==> src/rtl/conv_pool_sched_pkg.sv <==
// conv_pool_pkg: shared FSM state codes, default layer geometry totals
// and the clog2 counter-width helper for the CONV_POOL layer scheduler.
package conv_pool_pkg;

  typedef logic [1:0] state_t;

  localparam state_t S_IDLE  = 2'd0;
  localparam state_t S_START = 2'd1;
  localparam state_t S_RUN   = 2'd2;
  localparam state_t S_DONE  = 2'd3;

  // Default geometry: CI*IFM_SIZE^2, CO*CI*KERNEL_SIZE^2, CO*FINAL_SIZE^2
  localparam int IFM_TOTAL = 3 * 13 * 13;
  localparam int WGT_TOTAL = 16 * 3 * 3 * 3;
  localparam int OFM_TOTAL = 16 * 6 * 6;

  // Smallest r with 2**r >= value
  function automatic int clog2(input int value);
    int r;
    r = 0;
    for (int i = 0; i < 31; i++) begin
      if ((1 << i) < value) begin
        r = i + 1;
      end
    end
    return r;
  endfunction

endpackage

==> src/rtl/conv_pool_sched_if.sv <==
// conv_pool_sched_if: command channel plus datapath request/result stream
// between a layer driver and the conv_pool_sched scheduler.
interface conv_pool_sched_if #(
  parameter int IFM_WIDTH    = 16,
  parameter int WEIGHT_WIDTH = 16,
  parameter int DATA_WIDTH   = 32,
  parameter int ADDR_WIDTH   = 18
);
  logic                    cmd_valid;
  logic                    cmd_ready;
  logic [ADDR_WIDTH-1:0]   cmd_ifm_base;
  logic [ADDR_WIDTH-1:0]   cmd_wgt_base;
  logic [ADDR_WIDTH-1:0]   cmd_ofm_base;
  logic                    start_conv;
  logic                    ifm_read;
  logic                    wgt_read;
  logic [IFM_WIDTH-1:0]    ifm;
  logic [WEIGHT_WIDTH-1:0] wgt;
  logic                    out_valid;
  logic [DATA_WIDTH-1:0]   data_output;
  logic                    end_pool;

  modport slave (
    input  cmd_valid, cmd_ifm_base, cmd_wgt_base, cmd_ofm_base,
    input  ifm_read, wgt_read, out_valid, data_output, end_pool,
    output cmd_ready, start_conv, ifm, wgt
  );

  modport master (
    output cmd_valid, cmd_ifm_base, cmd_wgt_base, cmd_ofm_base,
    output ifm_read, wgt_read, out_valid, data_output, end_pool,
    input  cmd_ready, start_conv, ifm, wgt
  );
endinterface

==> src/rtl/conv_pool_sched_addr_gen.sv <==
// sched_addr_gen: base + running count address generator. WRAP=1 wraps the
// count after TOTAL-1; WRAP=0 saturates at TOTAL and refuses further accesses.
// REG_DATA=1 zeroes data_o except the cycle after an accepted read (SRAM
// latency); REG_DATA=0 passes data_i through only while an access is accepted.
module sched_addr_gen
  import conv_pool_pkg::*;
#(
  parameter int AW       = 18,
  parameter int DW       = 16,
  parameter int TOTAL    = 507,
  parameter bit WRAP     = 1'b1,
  parameter bit REG_DATA = 1'b1
) (
  input  logic          clk,
  input  logic          rst,
  input  logic          clr,
  input  logic          req,
  input  logic [AW-1:0] base,
  input  logic [DW-1:0] data_i,
  output logic          en_o,
  output logic [AW-1:0] addr_o,
  output logic [DW-1:0] data_o,
  output logic          full_nxt_o
);
  localparam int CW = clog2(TOTAL + 1);

  logic [CW-1:0] cnt_q, cnt_d;
  logic          full_s, last_s;

  assign full_s     = (cnt_q == CW'(TOTAL));
  assign last_s     = (cnt_q == CW'(TOTAL - 1));
  assign en_o       = req & ~full_s;
  assign addr_o     = base + AW'(cnt_q);
  assign full_nxt_o = (cnt_d == CW'(TOTAL));

  // Next count: cleared per layer, advanced per accepted access, optional wrap
  always_comb begin
    if (clr) begin
      cnt_d = {CW{1'b0}};
    end else if (en_o && WRAP && last_s) begin
      cnt_d = {CW{1'b0}};
    end else if (en_o) begin
      cnt_d = cnt_q + CW'(1);
    end else begin
      cnt_d = cnt_q;
    end
  end

  // Count register
  always_ff @(posedge clk) begin
    if (rst) begin
      cnt_q <= {CW{1'b0}};
    end else begin
      cnt_q <= cnt_d;
    end
  end

  if (REG_DATA) begin : g_reg
    logic vld_q, vld_d;

    // Data-valid qualifier: set the cycle after an accepted read
    always_comb begin
      if (clr) begin
        vld_d = 1'b0;
      end else begin
        vld_d = en_o;
      end
    end

    // Data-valid register
    always_ff @(posedge clk) begin
      if (rst) begin
        vld_q <= 1'b0;
      end else begin
        vld_q <= vld_d;
      end
    end

    assign data_o = vld_q ? data_i : {DW{1'b0}};
  end else begin : g_comb
    assign data_o = en_o ? data_i : {DW{1'b0}};
  end
endmodule

==> src/rtl/conv_pool_sched.sv <==
// conv_pool_sched: layer scheduler for the CONV_POOL datapath. Accepts one
// layer command, pulses start_conv, serves ifm/weight reads from SRAM, writes
// results to the ofm SRAM and flags protocol errors on a sticky err.
// Optional: define CONV_POOL_SCHED_PERF_EN to add the cyc_cnt cycle counter.
module conv_pool_sched
  import conv_pool_pkg::*;
#(
  parameter int IFM_WIDTH    = 16,
  parameter int WEIGHT_WIDTH = 16,
  parameter int DATA_WIDTH   = 32,
  parameter int IFM_SIZE     = 13,
  parameter int KERNEL_SIZE  = 3,
  parameter int CI           = 3,
  parameter int CO           = 16,
  parameter int FINAL_SIZE   = 6,
  parameter int ADDR_WIDTH   = 18
) (
  input  logic                    clk1,
  input  logic                    rst,
  conv_pool_sched_if.slave        bus,
  output logic                    ifm_rd_en,
  output logic [ADDR_WIDTH-1:0]   ifm_addr,
  input  logic [IFM_WIDTH-1:0]    ifm_mem_data,
  output logic                    wgt_rd_en,
  output logic [ADDR_WIDTH-1:0]   wgt_addr,
  input  logic [WEIGHT_WIDTH-1:0] wgt_mem_data,
  output logic                    ofm_we,
  output logic [ADDR_WIDTH-1:0]   ofm_addr,
  output logic [DATA_WIDTH-1:0]   ofm_wdata,
  output logic                    busy,
  output logic                    done,
`ifdef CONV_POOL_SCHED_PERF_EN
  output logic [31:0]             cyc_cnt,
`endif
  output logic                    err
);
  localparam int IFM_T = CI * IFM_SIZE * IFM_SIZE;
  localparam int WGT_T = CO * CI * KERNEL_SIZE * KERNEL_SIZE;
  localparam int OFM_T = CO * FINAL_SIZE * FINAL_SIZE;

  state_t                  state_q, state_d;
  logic [ADDR_WIDTH-1:0]   ifm_base_q, ifm_base_d;
  logic [ADDR_WIDTH-1:0]   wgt_base_q, wgt_base_d;
  logic [ADDR_WIDTH-1:0]   ofm_base_q, ofm_base_d;
  logic                    err_q, err_d;
  logic                    accept_s, run_s, start_s;
  logic                    ifm_req_s, wgt_req_s, ofm_req_s;
  logic                    stray_s, overflow_s, short_s, ofm_full_nxt_s;
  logic                    ifm_full_unused, wgt_full_unused;
  logic [IFM_WIDTH-1:0]    ifm_s;
  logic [WEIGHT_WIDTH-1:0] wgt_s;

  assign run_s   = (state_q == S_RUN);
  assign start_s = (state_q == S_START);

  // The weight prefetch in START also absorbs any wgt_read seen there
  assign ifm_req_s = run_s & bus.ifm_read;
  assign wgt_req_s = start_s | (run_s & bus.wgt_read);
  assign ofm_req_s = run_s & bus.out_valid;

  assign stray_s    = ~run_s & (bus.ifm_read | bus.out_valid | (bus.wgt_read & ~start_s));
  assign overflow_s = ofm_req_s & ~ofm_we;
  assign short_s    = run_s & bus.end_pool & ~ofm_full_nxt_s;

  assign bus.cmd_ready  = (state_q == S_IDLE);
  assign bus.start_conv = start_s;
  assign bus.ifm        = ifm_s;
  assign bus.wgt        = wgt_s;
  assign busy           = (state_q != S_IDLE);
  assign done           = (state_q == S_DONE);
  assign err            = err_q;

  // Layer FSM, base latching and sticky error update
  always_comb begin
    state_d    = state_q;
    ifm_base_d = ifm_base_q;
    wgt_base_d = wgt_base_q;
    ofm_base_d = ofm_base_q;
    accept_s   = 1'b0;
    case (state_q)
      S_IDLE: begin
        if (bus.cmd_valid) begin
          accept_s   = 1'b1;
          ifm_base_d = bus.cmd_ifm_base;
          wgt_base_d = bus.cmd_wgt_base;
          ofm_base_d = bus.cmd_ofm_base;
          state_d    = S_START;
        end else begin
          state_d = S_IDLE;
        end
      end
      S_START: state_d = S_RUN;
      S_RUN: begin
        if (bus.end_pool) begin
          state_d = S_DONE;
        end else begin
          state_d = S_RUN;
        end
      end
      S_DONE:  state_d = S_IDLE;
      default: state_d = S_IDLE;
    endcase
    err_d = (accept_s ? 1'b0 : err_q) | stray_s | overflow_s | short_s;
  end

  // State, base and error registers
  always_ff @(posedge clk1) begin
    if (rst) begin
      state_q    <= S_IDLE;
      ifm_base_q <= {ADDR_WIDTH{1'b0}};
      wgt_base_q <= {ADDR_WIDTH{1'b0}};
      ofm_base_q <= {ADDR_WIDTH{1'b0}};
      err_q      <= 1'b0;
    end else begin
      state_q    <= state_d;
      ifm_base_q <= ifm_base_d;
      wgt_base_q <= wgt_base_d;
      ofm_base_q <= ofm_base_d;
      err_q      <= err_d;
    end
  end

  sched_addr_gen #(.AW(ADDR_WIDTH), .DW(IFM_WIDTH), .TOTAL(IFM_T), .WRAP(1'b1), .REG_DATA(1'b1)) u_ifm (
    .clk(clk1), .rst(rst), .clr(accept_s), .req(ifm_req_s), .base(ifm_base_q),
    .data_i(ifm_mem_data), .en_o(ifm_rd_en), .addr_o(ifm_addr), .data_o(ifm_s),
    .full_nxt_o(ifm_full_unused)
  );

  sched_addr_gen #(.AW(ADDR_WIDTH), .DW(WEIGHT_WIDTH), .TOTAL(WGT_T), .WRAP(1'b1), .REG_DATA(1'b1)) u_wgt (
    .clk(clk1), .rst(rst), .clr(accept_s), .req(wgt_req_s), .base(wgt_base_q),
    .data_i(wgt_mem_data), .en_o(wgt_rd_en), .addr_o(wgt_addr), .data_o(wgt_s),
    .full_nxt_o(wgt_full_unused)
  );

  sched_addr_gen #(.AW(ADDR_WIDTH), .DW(DATA_WIDTH), .TOTAL(OFM_T), .WRAP(1'b0), .REG_DATA(1'b0)) u_ofm (
    .clk(clk1), .rst(rst), .clr(accept_s), .req(ofm_req_s), .base(ofm_base_q),
    .data_i(bus.data_output), .en_o(ofm_we), .addr_o(ofm_addr), .data_o(ofm_wdata),
    .full_nxt_o(ofm_full_nxt_s)
  );

`ifdef CONV_POOL_SCHED_PERF_EN
  logic [31:0] cyc_q, cyc_d;

  // Cycle count from START through DONE; cleared on accept, held in IDLE
  always_comb begin
    if (accept_s) begin
      cyc_d = 32'd0;
    end else if (state_q != S_IDLE) begin
      cyc_d = cyc_q + 32'd1;
    end else begin
      cyc_d = cyc_q;
    end
  end

  // Cycle counter register
  always_ff @(posedge clk1) begin
    if (rst) begin
      cyc_q <= 32'd0;
    end else begin
      cyc_q <= cyc_d;
    end
  end

  assign cyc_cnt = cyc_q;
`endif
endmodule
==> src/flat_wrapper.sv <==
// flat-port wrapper written by rule: the top's interface ports become plain ports
module conv_pool_sched_flat import conv_pool_pkg::*;
#(
  parameter int IFM_WIDTH    = 16,
  parameter int WEIGHT_WIDTH = 16,
  parameter int DATA_WIDTH   = 32,
  parameter int IFM_SIZE     = 13,
  parameter int KERNEL_SIZE  = 3,
  parameter int CI           = 3,
  parameter int CO           = 16,
  parameter int FINAL_SIZE   = 6,
  parameter int ADDR_WIDTH   = 18
)
  (clk1, rst, ifm_rd_en, ifm_addr, ifm_mem_data, wgt_rd_en, wgt_addr, wgt_mem_data, ofm_we, ofm_addr, ofm_wdata, busy, done, err, bus_cmd_valid, bus_cmd_ifm_base, bus_cmd_wgt_base, bus_cmd_ofm_base, bus_ifm_read, bus_wgt_read, bus_out_valid, bus_data_output, bus_end_pool, bus_cmd_ready, bus_start_conv, bus_ifm, bus_wgt);
  conv_pool_sched_if #(.IFM_WIDTH(IFM_WIDTH), .WEIGHT_WIDTH(WEIGHT_WIDTH), .DATA_WIDTH(DATA_WIDTH), .ADDR_WIDTH(ADDR_WIDTH)) bus_i ();
  input  logic clk1;
  input  logic rst;
  output logic ifm_rd_en;
  output logic [ADDR_WIDTH-1:0] ifm_addr;
  input  logic [IFM_WIDTH-1:0] ifm_mem_data;
  output logic wgt_rd_en;
  output logic [ADDR_WIDTH-1:0] wgt_addr;
  input  logic [WEIGHT_WIDTH-1:0] wgt_mem_data;
  output logic ofm_we;
  output logic [ADDR_WIDTH-1:0] ofm_addr;
  output logic [DATA_WIDTH-1:0] ofm_wdata;
  output logic busy;
  output logic done;
  output logic err;
  input wire logic [$bits(bus_i.cmd_valid)-1:0] bus_cmd_valid;
  input wire logic [$bits(bus_i.cmd_ifm_base)-1:0] bus_cmd_ifm_base;
  input wire logic [$bits(bus_i.cmd_wgt_base)-1:0] bus_cmd_wgt_base;
  input wire logic [$bits(bus_i.cmd_ofm_base)-1:0] bus_cmd_ofm_base;
  input wire logic [$bits(bus_i.ifm_read)-1:0] bus_ifm_read;
  input wire logic [$bits(bus_i.wgt_read)-1:0] bus_wgt_read;
  input wire logic [$bits(bus_i.out_valid)-1:0] bus_out_valid;
  input wire logic [$bits(bus_i.data_output)-1:0] bus_data_output;
  input wire logic [$bits(bus_i.end_pool)-1:0] bus_end_pool;
  output wire logic [$bits(bus_i.cmd_ready)-1:0] bus_cmd_ready;
  output wire logic [$bits(bus_i.start_conv)-1:0] bus_start_conv;
  output wire logic [$bits(bus_i.ifm)-1:0] bus_ifm;
  output wire logic [$bits(bus_i.wgt)-1:0] bus_wgt;
  assign bus_i.cmd_valid = bus_cmd_valid;
  assign bus_i.cmd_ifm_base = bus_cmd_ifm_base;
  assign bus_i.cmd_wgt_base = bus_cmd_wgt_base;
  assign bus_i.cmd_ofm_base = bus_cmd_ofm_base;
  assign bus_i.ifm_read = bus_ifm_read;
  assign bus_i.wgt_read = bus_wgt_read;
  assign bus_i.out_valid = bus_out_valid;
  assign bus_i.data_output = bus_data_output;
  assign bus_i.end_pool = bus_end_pool;
  assign bus_cmd_ready = bus_i.cmd_ready;
  assign bus_start_conv = bus_i.start_conv;
  assign bus_ifm = bus_i.ifm;
  assign bus_wgt = bus_i.wgt;
  conv_pool_sched #(.IFM_WIDTH(IFM_WIDTH), .WEIGHT_WIDTH(WEIGHT_WIDTH), .DATA_WIDTH(DATA_WIDTH), .IFM_SIZE(IFM_SIZE), .KERNEL_SIZE(KERNEL_SIZE), .CI(CI), .CO(CO), .FINAL_SIZE(FINAL_SIZE), .ADDR_WIDTH(ADDR_WIDTH)) u_core (.clk1(clk1), .rst(rst), .bus(bus_i), .ifm_rd_en(ifm_rd_en), .ifm_addr(ifm_addr), .ifm_mem_data(ifm_mem_data), .wgt_rd_en(wgt_rd_en), .wgt_addr(wgt_addr), .wgt_mem_data(wgt_mem_data), .ofm_we(ofm_we), .ofm_addr(ofm_addr), .ofm_wdata(ofm_wdata), .busy(busy), .done(done), .err(err));
endmodule
==> config.mk <==
export PLATFORM = sky130hd
export DESIGN_NAME = conv_pool_sched_flat
export DESIGN_NICKNAME = d
export VERILOG_FILES = /design/src/rtl/conv_pool_sched_pkg.sv /design/src/rtl/conv_pool_sched_if.sv /design/src/rtl/conv_pool_sched_addr_gen.sv /design/src/rtl/conv_pool_sched.sv /design/src/flat_wrapper.sv
export SDC_FILE = /design/constraint.sdc
export NUM_CORES = 1
export LEC_CHECK = 0
export ABC_CLOCK_PERIOD_IN_PS = 2850
export BUFFER_PORTS_ARGS = -buffer_cell sky130_fd_sc_hd__buf_2
export CORE_MARGIN = 2
export CORE_UTILIZATION = 43
export DETAILED_ROUTE_END_ITERATION = 7
export GPL_TIMING_DRIVEN = 0
export HOLD_SLACK_MARGIN = 0.12
export PLACE_DENSITY = 0.75
export SLEW_MARGIN = 0
export SYNTH_ARGS = -nofsm -noshare
export SYNTH_HDL_FRONTEND = slang
export SYNTH_SLANG_ARGS = --single-unit
==> constraint.sdc <==
create_clock -name clk1 -period 2.85 [get_ports clk1]
set_input_delay 0.285 -clock clk1 [delete_from_list [all_inputs] [get_ports clk1]]
set_output_delay 0.285 -clock clk1 [all_outputs]
set_load 0.05 [all_outputs]
Word level (Yosys, flattened, before mapping)
Index checks and enable logic that the tools add are counted.
- $lt $le $gt $ge: 0
- $mul: 0
- eq/ne operators: 9
- shifts and indexed selects: 0
- mux-type cells: 11
- reductions and logical operators: 8
- add/sub/neg operators: 6
- divide/modulo/power cells: 0
- bitwise operators: 24
- operator list (kind ; number):
    adder 18 x 9 -> 18 bit ; 2
    == test 9 bit, second input constant ; 4
    2-to-1 mux 16 bit ; 2
    2-to-1 mux 32 bit ; 1
    == test 10 bit, second input constant ; 2
    2-to-1 mux 10 bit ; 2
    adder 18 x 10 -> 18 bit ; 1
    adder 9 x 1 -> 9 bit, second input constant ; 2
    AND 1 bit ; 11
    adder 10 x 1 -> 10 bit, second input constant ; 1
    case mux 2 bit (4 select lines) ; 1
    inverter 1 bit ; 7
    OR 1 bit ; 6
    OR reduction 3 bit ; 2
    2-to-1 mux 1 bit ; 5
    == test 2 bit, second input constant ; 2
    == test 2 x 1 -> 1 bit, second input constant ; 1
    logical AND 1 bit ; 2
    logical NOT 2 bit ; 1
    AND reduction 2 bit ; 1
    nonzero test 2 bit ; 1
    OR reduction 2 bit ; 1
- register bits: 87
- ROM bits: 0
- latch bits: 0
- input port bits: 125
- bits in writable memories: 0
- memories: 0

Logic depth before layout (Yosys ltp)
- depth after elaboration: 9
- gate-level depth with buffers: 8
- gate-level depth less buffers: 8

Hierarchy
Synthesis repeated with hierarchy kept, for this count alone.
- cell total of the unflattened synthesis: 813
- area total of the unflattened synthesis: 6274.8 um^2
- by module, submodules not included (module ; instances ; area each (um^2) ; sequential area each (um^2) ; cells an instance):
    conv_pool_sched ; 1 ; 2120.8 ; 1141.1 ; 260
    sched_addr_gen (u_core.u_ofm) ; 1 ; 1556.5 ; 200.2 ; 216
    sched_addr_gen (u_core.u_wgt) ; 1 ; 1362.6 ; 200.2 ; 172
    sched_addr_gen (u_core.u_ifm) ; 1 ; 1234.9 ; 200.2 ; 165

Worst setup path before layout
Ideal clock, no wire load.
- path type: register to output
- start point: register u_core.u_ofm.cnt_q[0]
- end point: output port ofm_addr[10]
- buffers on the path: 0
- path slack: -0.227 ns
- stages on the path, launching flop included: 9
- data arrival time: 2.792 ns
- path through: dfxtp_1 -> ha_1 -> inv_1 -> fa_1 -> nor2b_1 -> o31a_1 -> o221ai_1 -> nand2_1 -> o311ai_1
- cells in the longest elaborated chain, start to end: 1
- RTL lines (element ; RTL line ; RTL):
    start, declared ; conv_pool_sched_addr_gen.sv:27 ; logic [CW-1:0] cnt_q, cnt_d;
    start signal, assigned ; conv_pool_sched_addr_gen.sv:52 ; cnt_q <= {CW{1'b0}};
    start signal, assigned ; conv_pool_sched_addr_gen.sv:54 ; cnt_q <= cnt_d;
    adder 18 x 10 -> 18 bit ; conv_pool_sched_addr_gen.sv:33 ; assign addr_o = base + AW'(cnt_q);
    end, declared ; flat_wrapper.sv:25 ; output logic [ADDR_WIDTH-1:0] ofm_addr;
Every way passes these cells.

Final worst setup path
- start point: register u_core.u_wgt.cnt_q[0]
- end point: output port wgt_addr[12]
- cells in the longest elaborated chain, start to end: 1
- RTL lines (element ; RTL line ; RTL):
    start, declared ; conv_pool_sched_addr_gen.sv:27 ;
    start signal, assigned ; conv_pool_sched_addr_gen.sv:52 ;
    start signal, assigned ; conv_pool_sched_addr_gen.sv:54 ;
    adder 18 x 9 -> 18 bit ; conv_pool_sched_addr_gen.sv:33 ;
    end, declared ; flat_wrapper.sv:22 ; output logic [ADDR_WIDTH-1:0] wgt_addr;
Every way passes these cells.

==> results.cfg <==
[sta]
maxSlewHeadroom = 0.4169
worst_hold_slack_ns = 0.1737
setup_viol = 0
rsz0062_at_grt = yes
fin_crit_ns = 2.748
hold_viol = 0
slew_violations = 0
skew_ns = 0.008409
tightestPinTransition_ns = 0.8652
max_freq_mhz = 363.9
fin_crit_sh = 0.9643

[critical_path]
worstPathMaxFanout = 7
crit_path_end_kind = output pin
critPathKind = reg2out
start_kind = flip-flop
regToRegSetupSlack_ns = 0.59
critPathArrivalTime_ns = 2.46
required_ns = 2.57

[final_layout]
area_growth_pct = 35.65
register_area_um2 = 1755
nFillCells = 1216
utilization = 0.5920
drive_gt1_frac = 0.3104
n_antenna_cell = 0
multi_input_area_um2 = 3902
final_cell_mix = 239 x buf_2, 129 x nand2_1, 83 x a21oi_1
nets = 1164
final_common_cell = buf_2

[placement]
io_buffers = 250
gp_congestion = 0.8748
place_hpwl_um = 14980

[clock_network]
cts-root-to-sink-buffers = 2
postCtsHoldBufs = 0
cts_sinks = 87
clk_pin_slew_ns = 0.07
numCtsBuffers = 9
worstSkewPairLatency_ns = 0.34
clock_tree.root_cell = clkbuf_16
cts_tree = yes
cts.htree.levels = 3

[routing]
post_drt_wl_per_cell_um = 16.10
vias = 6061
first_iter_violations = 276
wirelength_um = 18960
drtPass1Iterations = 4
vias_per_cell = 5.145
drc = 0
ant_nets = 0

[global_routing]
antenna_found_initial = 0
grt_max_degree = 14
grt_remaining_overflow = 0
grt_pass1_vias = 5753
track_usage = 0.2617
grt_first_pass_wirelength_um = 29290

[logic_synthesis]
synth_mux_area_frac = 0.003506
synth.avg_cell_area_um2 = 7.812
synth_nets = 898
synthFlopType = dfxtp_1
synth-async-reset-ratio = 0
synth-compound-area-share = 0.1773
netlist_instances = 731
synth-seq-cells = 87
synth_area_um2 = 5710
ys.warnings.count = 0
synth_edf_count = 0
synthSimpleGateAreaFrac = 0.2745
synth.distinct_cells = 61
seq_area_frac_synth = 0.3050
synth_top_family_by_area = simple AND/OR/NAND/NOR gates
synth_fa_ha_area_frac = 0.09597
synth_xor_area_frac = 0.1071

[worst_hold_path]
hp-class = in2reg

[power]
p_total_mw = 3.592
power.density_nw_per_um2 = 463.7
irDropWorstVdd_mv = 0.3058
p_leak_nw = 3.732

[floorplanning]
die-area_um2 = 14220
start_util = 0.4364
die_x_um = 119.2
core_area_um2 = 13090
die_y_um = 119.2
rows = 42
ios = 251

[job]
drv_cap = 0

[run_status]
status = finished, final reports clean
==> cell usage after synthesis (all sizes together), types with 6 or more instances <==
cell type / instances / area (um2)
ha: 39 / 488.0
a21oi: 86 / 430.4
o21ai: 16 / 80.08
nand4: 9 / 62.56
clkbuf: 20 / 75.07
nand3: 11 / 55.05
nor2: 51 / 191.4
xor2: 30 / 262.8
xnor2: 39 / 349.1
dfxtp: 87 / 1742
o2111ai: 10 / 87.58
a21o: 6 / 45.04
buf: 11 / 47.54
nor2b: 6 / 37.54
nand2: 130 / 490.5
and3: 11 / 70.07
nand2b: 11 / 68.82
o21a: 7 / 52.55
and2: 67 / 419.2
o211ai: 9 / 67.56
inv: 23 / 86.33
==> metrics by stage <==
| stage | setup TNS (ns) | setup WS (ns) | cells | instance area [um2] |
|---|---|---|---|---|
| floorplan | 0 | 0.01829 | 731 | 5718 |
| global placement | 0 | 0.01744 | 1157 | 7189 |
| detailed placement | 0 | 0.01390 | 1157 | 7189 |
| CTS | 0 | 0.007723 | 1174 | 7615 |
| global route | -0.001543 | -0.001543 | 1178 | 7746 |
| finish | 0 | 0.1018 | 1178 | 7746 |
==> timing repair <==
item,in CTS,in global routing
gates resized for setup,25,30
endpoints found under the setup margin,48,31
buffers inserted,1,4
pin swaps,5,10
==> state kept, by name, summed over array words and instances (netlist names) <==
register	flops
u_core.ifm_base_q	18
u_core.ofm_base_q	18
u_core.wgt_base_q	18
u_core.u_ofm.cnt_q	10
u_core.u_ifm.cnt_q	9
u_core.u_wgt.cnt_q	9
u_core.state_q	2
u_core.err	1
u_core.u_ifm.g_reg.vld_q	1
u_core.u_wgt.g_reg.vld_q	1
==> final cells by class <==
type,count,share of cell area
Multi-Input combinational cell,590,0.5038
Sequential cell,87,0.2266
Timing Repair Buffer,255,0.1720
Clock buffer,13,0.03360
Tap cell,176,0.02843
Buffer,31,0.01599
Inverter,23,0.01115
Clock inverter,3,0.008399
==> worst max-delay path: stages, from the launching register on <==
cell and delay, ns:
dfxtp_2 0.37, ha_1 0.24, fa_2 0.39, a21oi_4 0.22, o2111ai_4 0.15, a31oi_4 0.23, nand2b_1 0.14, xnor2_1 0.14
buf_4 0.24
==> worst paths after layout <==
path,from,end,cells after the start
setup / recovery,u_core.u_wgt.cnt_q[0],wgt_addr[12],8
hold / removal,bus_cmd_ifm_base[0],u_core.ifm_base_q[0],3
setup reg to reg,u_core.state_q[0],u_core.u_ifm.cnt_q[1],7
hold reg to reg,u_core.ofm_base_q[9],u_core.ofm_base_q[9],2
==> kinds of logic (layout without fill, tap and decap cells) <==
family	count (synthesis)	after routing
simple gates	317	317
compound gates	160	160
flops	87	87
xor+xnor	69	69
buf+inv	54	325
fa+ha+maj	42	42
mux	2	2
==> metal layers <==
metal | up-vias | GRT usage | share of wire
li1 | 3027 | - | -
met1 | 2812 | 0.2888 | 0.39
met2 | 186 | 0.4698 | 0.51
met3 | 36 | 0.05987 | 0.056
met4 | 0 | 0.1295 | 0.043
met5 | - | 0 | 0
==> power breakdown <==
| part | switching [mW] | internal [mW] |
|---|---|---|
| clock | 0.480 | 0.816 |
| combinational | 0.671 | 0.281 |
| sequential | 0.0616 | 1.28 |
(Power assumes the default switching activity.)
